`config.mk`:
```
export PLATFORM = sky130hd
export DESIGN_NAME = ram_arbiter
export DESIGN_NICKNAME = d
export VERILOG_FILES = /design/src/rtl/ram_arb_pkg.sv /design/src/rtl/ram_arb_rdpipe.sv /design/src/rtl/ram_arbiter.sv
export SDC_FILE = /design/constraint.sdc
export NUM_CORES = 1
export LEC_CHECK = 0
export CORE_UTILIZATION = 31
export CTS_CLUSTER_DIAMETER = 200
export DETAILED_ROUTE_END_ITERATION = 16
export GPL_TIMING_DRIVEN = 1
export PLACE_DENSITY_LB_ADDON = 0.15
export REMOVE_ABC_BUFFERS = 1
export SLEW_MARGIN = 20
export SYNTH_ARGS = -nofsm -noshare
export SYNTH_HDL_FRONTEND = slang
export SYNTH_HIERARCHICAL = 1
export SYNTH_SLANG_ARGS = --single-unit
```
`constraint.sdc`:
```
create_clock -name clock -period 1.15 [get_ports clock]
set_input_delay 0.115 -clock clock [delete_from_list [all_inputs] [get_ports clock]]
set_output_delay 0.115 -clock clock [all_outputs]
set_load 0.005 [all_outputs]
```
`src/rtl/ram_arb_pkg.sv`:
```
// Shared types for the two-port RAM arbiter: requester ids and the
// read-return tracking entry.
package ram_arb_pkg;

  localparam int DEF_ADDR_W = 16;
  localparam int DEF_DATA_W = 16;

  typedef enum logic {
    REQ_CPU = 1'b0,
    REQ_DMA = 1'b1
  } req_id_t;

  typedef struct packed {
    logic    valid;
    req_id_t id;
  } ret_entry_t;

endpackage

```
`src/rtl/ram_arb_rdpipe.sv`:
```
// Read-return tracker: shifts {valid, id} alongside the RAM read latency
// and decodes the tail entry into per-requester rvalid strobes.
module ram_arb_rdpipe
  import ram_arb_pkg::*;
#(
  parameter int RD_LAT = 1
) (
  input  logic    clock,
  input  logic    reset,
  input  logic    push,
  input  req_id_t id,
  output logic    rvalid0,
  output logic    rvalid1
);

  ret_entry_t pipe [0:RD_LAT];

  // Stage 0 holds the read accepted on the last edge; the tail lines up with ram_q.
  always_ff @(posedge clock or posedge reset) begin
    if (reset) begin
      for (int i = 0; i <= RD_LAT; i++) pipe[i] <= '0;
    end else begin
      pipe[0] <= '{valid: push, id: id};
      for (int i = 1; i <= RD_LAT; i++) pipe[i] <= pipe[i-1];
    end
  end

  assign rvalid0 = pipe[RD_LAT].valid && (pipe[RD_LAT].id == REQ_CPU);
  assign rvalid1 = pipe[RD_LAT].valid && (pipe[RD_LAT].id == REQ_DMA);

endmodule

```
`src/rtl/ram_arbiter.sv`:
```
// Two-requester arbiter for a single-port synchronous RAM: zero-wait grant,
// fixed CPU priority or round-robin, in-order tagged read returns.
module ram_arbiter
  import ram_arb_pkg::*;
#(
  parameter int ADDR_W = DEF_ADDR_W,
  parameter int DATA_W = DEF_DATA_W,
  parameter int RD_LAT = 1
) (
  input  logic              clock,
  input  logic              reset,
  input  logic              cpu_prio,
  input  logic              req0,
  input  logic              we0,
  input  logic [ADDR_W-1:0] addr0,
  input  logic [DATA_W-1:0] wdata0,
  output logic              gnt0,
  output logic              rvalid0,
  input  logic              req1,
  input  logic              we1,
  input  logic [ADDR_W-1:0] addr1,
  input  logic [DATA_W-1:0] wdata1,
  output logic              gnt1,
  output logic              rvalid1,
  output logic [DATA_W-1:0] rdata,
  output logic [ADDR_W-1:0] ram_address,
  output logic [DATA_W-1:0] ram_data,
  output logic              ram_wren,
  input  logic [DATA_W-1:0] ram_q
);

  req_id_t last_winner;
  req_id_t win_id;
  logic    accept;
  logic    win_we;

  // Grants are held low during reset so nothing is accepted on that edge.
  always_comb begin
    gnt0 = 1'b0;
    gnt1 = 1'b0;
    if (!reset) begin
      if (req0 && req1) begin
        if (cpu_prio || (last_winner == REQ_DMA)) gnt0 = 1'b1;
        else                                      gnt1 = 1'b1;
      end else begin
        gnt0 = req0;
        gnt1 = req1;
      end
    end
  end

  assign accept = gnt0 | gnt1;
  assign win_id = gnt1 ? REQ_DMA : REQ_CPU;
  assign win_we = gnt1 ? we1 : we0;

  // RAM port register: address/data hold when idle, write enable pulses only.
  always_ff @(posedge clock or posedge reset) begin
    if (reset) begin
      last_winner <= REQ_DMA;
      ram_wren    <= 1'b0;
      ram_address <= '0;
      ram_data    <= '0;
    end else begin
      ram_wren <= 1'b0;
      if (accept) begin
        last_winner <= win_id;
        ram_wren    <= win_we;
        ram_address <= gnt1 ? addr1 : addr0;
        ram_data    <= gnt1 ? wdata1 : wdata0;
      end
    end
  end

  ram_arb_rdpipe #(
    .RD_LAT(RD_LAT)
  ) u_rdpipe (
    .clock  (clock),
    .reset  (reset),
    .push   (accept && !win_we),
    .id     (win_id),
    .rvalid0(rvalid0),
    .rvalid1(rvalid1)
  );

  assign rdata = ram_q;

endmodule

```
=== Word-level counts from Yosys, hierarchy flattened ===
Cells that the tools add are included.

* Add/sub/neg operators: 0
* Magnitude comparators: 0
* Shift-type cells: 0
* Muxes and demuxes: 11
* Reductions and logical operators: 6
* Bitwise gates (word level): 2
* Multiply operators: 0
* Divide/modulo/power cells: 0
* Equality and inequality tests: 0

{| class="wikitable"
|+ Operator list
! cell !! count
|-
| $mux 16 || 2
|-
| $mux 1 || 9
|-
| $logic_and 1x1->1 || 4
|-
| $logic_not 1->1 || 1
|-
| $logic_or 1x1->1 || 1
|-
| $not 1->1 || 1
|-
| $or 1x1->1 || 1
|}

* Register bits: 38
* Bits in writable memories: 0
* Latch bits: 0
* Input port bits: 87
* Output and inout bits: 53
* Logic and storage cells: 27
* ROM bits: 0
* Memories: 0

=== Depth between registers and ports, before layout ===
* Word-level depth: 7
* Gate-level depth with buffers: 5
* Mapped depth without buffers: 3

=== Hierarchy ===
Netlist, hierarchy kept.

{| class="wikitable"
|+ Modules (own cells, without submodules)
! module !! cells an instance !! instances !! area an instance (sq um)
|-
| ram_arbiter || 213 || 1 || 1836.8
|-
| ram_arb_rdpipe || 7 || 1 || 120.1
|}

=== Least setup slack after synthesis ===
Ideal clock, no wire load.

* Path type: input-to-output
* Start: input reset
* End: output gnt0
* Stages on the path: 2
* Data arrival time: 1.151 ns
* Setup slack: -0.116 ns
* Buffers on the path: 0
* Path through: inv_1 > o311a_1

* Longest elaborated chain between the ends: 1

{| class="wikitable"
|+ Ends and longest elaborated chain
! element !! line !! text
|-
| start, declared || ram_arbiter.sv:11 || <nowiki>input logic reset,</nowiki>
|-
| $mux 1 || ram_arbiter.sv:41 || <nowiki>if (!reset) begin</nowiki>
|-
| end, declared || ram_arbiter.sv:17 || <nowiki>output logic gnt0,</nowiki>
|}

Every way passes these cells.

=== Final worst setup path ===
* Start: register last_winner
* End: register u_rdpipe/pipe[3] (netlist name)

* Longest elaborated chain between the ends: 7
* Elaborated cells between the ends (all ways): 11
* Those cells by class: 7 x mux; 1 x bitwise; 3 x reduce/logical

{| class="wikitable"
|+ Ends and longest elaborated chain
! element !! line !! text
|-
| start, declared || ram_arbiter.sv:32 || <nowiki>req_id_t last_winner;</nowiki>
|-
| start signal, assigned || ram_arbiter.sv:66 || <nowiki>last_winner <= win_id;</nowiki>
|-
| $logic_or 1x1->1 * || ram_arbiter.sv:43 || <nowiki>if (cpu_prio || (last_winner == REQ_DMA)) gnt0 = 1'b1;</nowiki>
|-
| $mux 1 || ram_arbiter.sv:43 ||
|-
| $mux 1 || ram_arbiter.sv:42 || <nowiki>if (req0 && req1) begin</nowiki>
|-
| $mux 1 || ram_arbiter.sv:41 ||
|-
| $mux 1 || ram_arbiter.sv:54 || <nowiki>assign win_we = gnt1 ? we1 : we0;</nowiki>
|-
| $logic_not 1->1 || ram_arbiter.sv:79 || <nowiki>.push (accept && !win_we),</nowiki>
|-
| $logic_and 1x1->1 * || ram_arbiter.sv:79 ||
|-
| end, declared || ram_arb_rdpipe.sv:16 || <nowiki>ret_entry_t pipe [0:RD_LAT];</nowiki>
|}

Mark *: on every way between the ends. The rest lies on a longest branch, timed or not.
A chain may end at the register's enable or synchronous reset.

==> results by group <==
Logic synthesis
  – Synth warn: 6
  – Cell with the most instances after synthesis: dfrtp_1
  – Share of the synthesized area in the top cell type: 47.3%
  – Synth top area cells: dfrtp_1 (47%), a31oi_1 (10%), a21oi_1 (8.4%), buf_4 (6.5%), nor2_1 (6.3%)
  – Number of synthesized flops with an enable pin: 0
  – Avg Inst Size Synth: 8.89 sq um
  – Asr flop ratio synth: 100%
  – Mapped Area: 0.00196 sq mm
  – Mapped Cells: 220
  – Top FF cell, synth: dfrtp_1
  – Synth unique cells: 23
  – Yosys reg bits: 38
  – Seq/Total Area, Yosys: 48.7%
  – Post-synth top cells: dfrtp_1 (37), a21oi_1 (33), nor2_1 (33)
  – Synth area leader: dfrtp_1

GRT
  – GRT Max-Usage Layer: met2
  – Largest net degree at the start of global routing: 35
  – First-pass GRT wire length: 10.6 mm
  – Grt met3 use: 8.67%
  – Vias in the first global route: 2,127
  – GRT Total Usage: 21.4%
  – GRT met2 Usage: 35.3%
  – Overflow after GRT: 0
  – GR Util met1: 25.8%
  – Initial antenna violation count: 0

Clock tree
  – H-tree depth: 2
  – CTS buffer count: 5
  – Hold-fix buffers, CTS: 0
  – Total clock sinks: 38
  – CTS tree: yes
  – Clock tree buffer depth: 2
  – Worst-Skew Late Latency: 0.28 ns
  – Clk root buf: clkbuf_8
  – Clk pin slew, worst setup/hold paths: 0.08 ns

STA
  – Setup ws final: -0.255 ns
  – Slew HR: 69.8%
  – Measured slew at the worst slew-check pin: 0.453 ns
  – RSZ-0062 raised after global routing: yes
  – Hold Fails Final Rpt: 0
  – Setup violators final: 37
  – Max frequency: 712 MHz
  – Final min period: 1.41 ns
  – Worst Skew: 0.00647 ns
  – Slew Viols, Final: 0
  – Tcrit/Tclk final: 122%
  – Hold WS: 0.170 ns

Drt
  – Initial drt markers: 107
  – Final ANT Viol Nets: 0
  – 1st-pass router iterations: 4
  – DRC: 0
  – DR vias: 2,082
  – WL/cell: 16.8 microns
  – Detail-routed via count per cell: 5.15
  – Final WL: 6.77 mm

Layout
  – Area Overhead vs Synth: 71.8%
  – Final Non-Filler Cells: 404
  – NumNets Final: 415
  – Utilization after layout: 56.1%
  – Inserted Diodes: 0
  – Filler instances: 581
  – Share of post-route cells with drive strength above 1: 17.3%

Pwr
  – Psw: 1.04 mW
  – Logic pwr share: 30.4%
  – P_int: 2.78 mW
  – Seq pwr share: 41.7%
  – Power Density: 1140 mW/mm^2
  – Switching part of the total: 27.3%
  – Peak VDD IR: 537 uV
  – Clock Power Share: 27.9%
  – Leakage power total: 1.40 nW

Floorplan
  – Core area: 0.00599 sq mm
  – Row count: 28
  – Die area: 0.00663 sq mm
  – Die Ht: 81.5 microns
  – Number of I/O pins: 140
  – Initial Utilization: 32.7%
  – DIE WIDTH: 81.5 microns

Worst setup path
  – Worst-path fanout max: 7
  – FF-to-FF path depth: 6
  – Worst Path Required: 1.33 ns
  – Reg-to-Reg Start: last_winner
  – R2R Setup Slk: -0.26 ns
  – Worst setup SP type: flop
  – Crit. End Element: flop
  – Critical path class: reg2reg
  – Worst EP arrival: 1.59 ns
  – Reg2reg end: u_rdpipe/pipe[3]

Placement
  – Port bufs: 107
  – RePlAce Congestion: 0.756
  – Placed cells: 387
  – Final HPWL DP: 4.52 mm

Job
  – Max-Cap Viols: 0

Outcome
  – Outcome: finished with violations
  – Failing checks: negative setup slack

Min path
  – Worst min path class: in2async
## worst max-delay path: stages, from the launching register on
cell and delay (ns):
dfstp_2 0.38, buf_6 0.11, buf_6 0.11, o21ai_4 0.27, buf_6 0.20, nand3_2 0.07
and3_1 0.15
## cell families (layout without fill, tap and decap cells)
logic type / after synthesis / in the layout / share of synthesized area [%]
buffers and inverters: 39 / 148 / 12.9
flip-flops: 38 / 38 / 48.7
AO/OA/AOI/OAI: 104 / 104 / 30.0
AND/OR/NAND/NOR: 39 / 39 / 8.44
## routing by layer
layer / vias to the layer above / routed length, microns
li1: 985 / -
met1: 983 / 2720
met2: 109 / 3390
met3: 5 / 632
met4: 0 / 31
met5: - / 0
## metrics by stage
step           total power, mW  worst slack [ns]  TNS (ns)  instance area (sq um)
6_report                  3.82            -0.255     -7.41                   3360
5_1_grt                   4.02            -0.296     -9.17                   3360
4_1_cts                   3.81            -0.230     -7.05                   3290
3_5_place_dp              2.76            -0.434    -14.56                   3100
3_3_place_gp              2.75            -0.400    -13.71                   3100
2_1_floorplan             1.96            -0.387    -10.79                   1720
## cell type report
cell class	count	area (sq um)	share of cell area [%]
clock buffer	8	110	3.28
inverter	3	11.3	0.335
multi-input combinational	143	838	24.9
sequential	38	952	28.3
tap	75	93.8	2.79
timing repair buffer	137	1360	40.3
## worst max-delay path by stage
stage / slack (ns) / end / depth (start not counted) / from
global placement: -0.40 / gnt0 / 4 / req1
global route: -0.30 / u_rdpipe/pipe[3] / 6 / last_winner
CTS: -0.23 / u_rdpipe/pipe[3] / 6 / last_winner
detailed placement: -0.43 / ram_address[7] / 6 / reset
finish: -0.26 / u_rdpipe/pipe[3] / 6 / last_winner
floorplan: -0.39 / u_rdpipe/pipe[3] / 3 / last_winner
## power groups by stage
stage / Sequential (mW) / Combinational (mW) / Clock [mW]
floorplan: 1.63 / 0.330 / 0
global placement: 1.62 / 1.13 / 0
detailed placement: 1.63 / 1.13 / 0
CTS: 1.59 / 1.12 / 1.10
global route: 1.61 / 1.27 / 1.14
finish: 1.59 / 1.16 / 1.07
## flip-flops by register name, indices dropped and copies added, names as in the netlist
register	count
ram_address	16
u_rdpipe/pipe	4
ram_data	16
last_winner	1
ram_wren	1
## what timing repair did
action | in CTS | in global routing
cloned | 5 | 0
gates resized for setup | 71 | 22
buffers inserted | 5 | 0
setup endpoints to repair | 71 | 38
pin swaps | 43 | 11
## cell usage in the layout (no fill, tap or decap), drive strengths merged
| master | instances |
|---|---|
| o311a | 1 |
| o21bai | 1 |
| inv | 3 |
| nor2 | 33 |
| dlygate4sd2 | 34 |
| and2 | 1 |
| clkdlybuf4s50 | 69 |
| o21ba | 1 |
| a21o | 1 |
| and3 | 1 |
| nand3 | 1 |
| a21oi | 33 |
| and2b | 2 |
| o21a | 1 |
| dfrtp | 37 |
| clkbuf | 8 |
| a31oi | 32 |
| o21ai | 34 |
| dfstp | 1 |
| nand2b | 1 |
| buf | 34 |
Note: power is estimated with default switching activity, not from simulation.
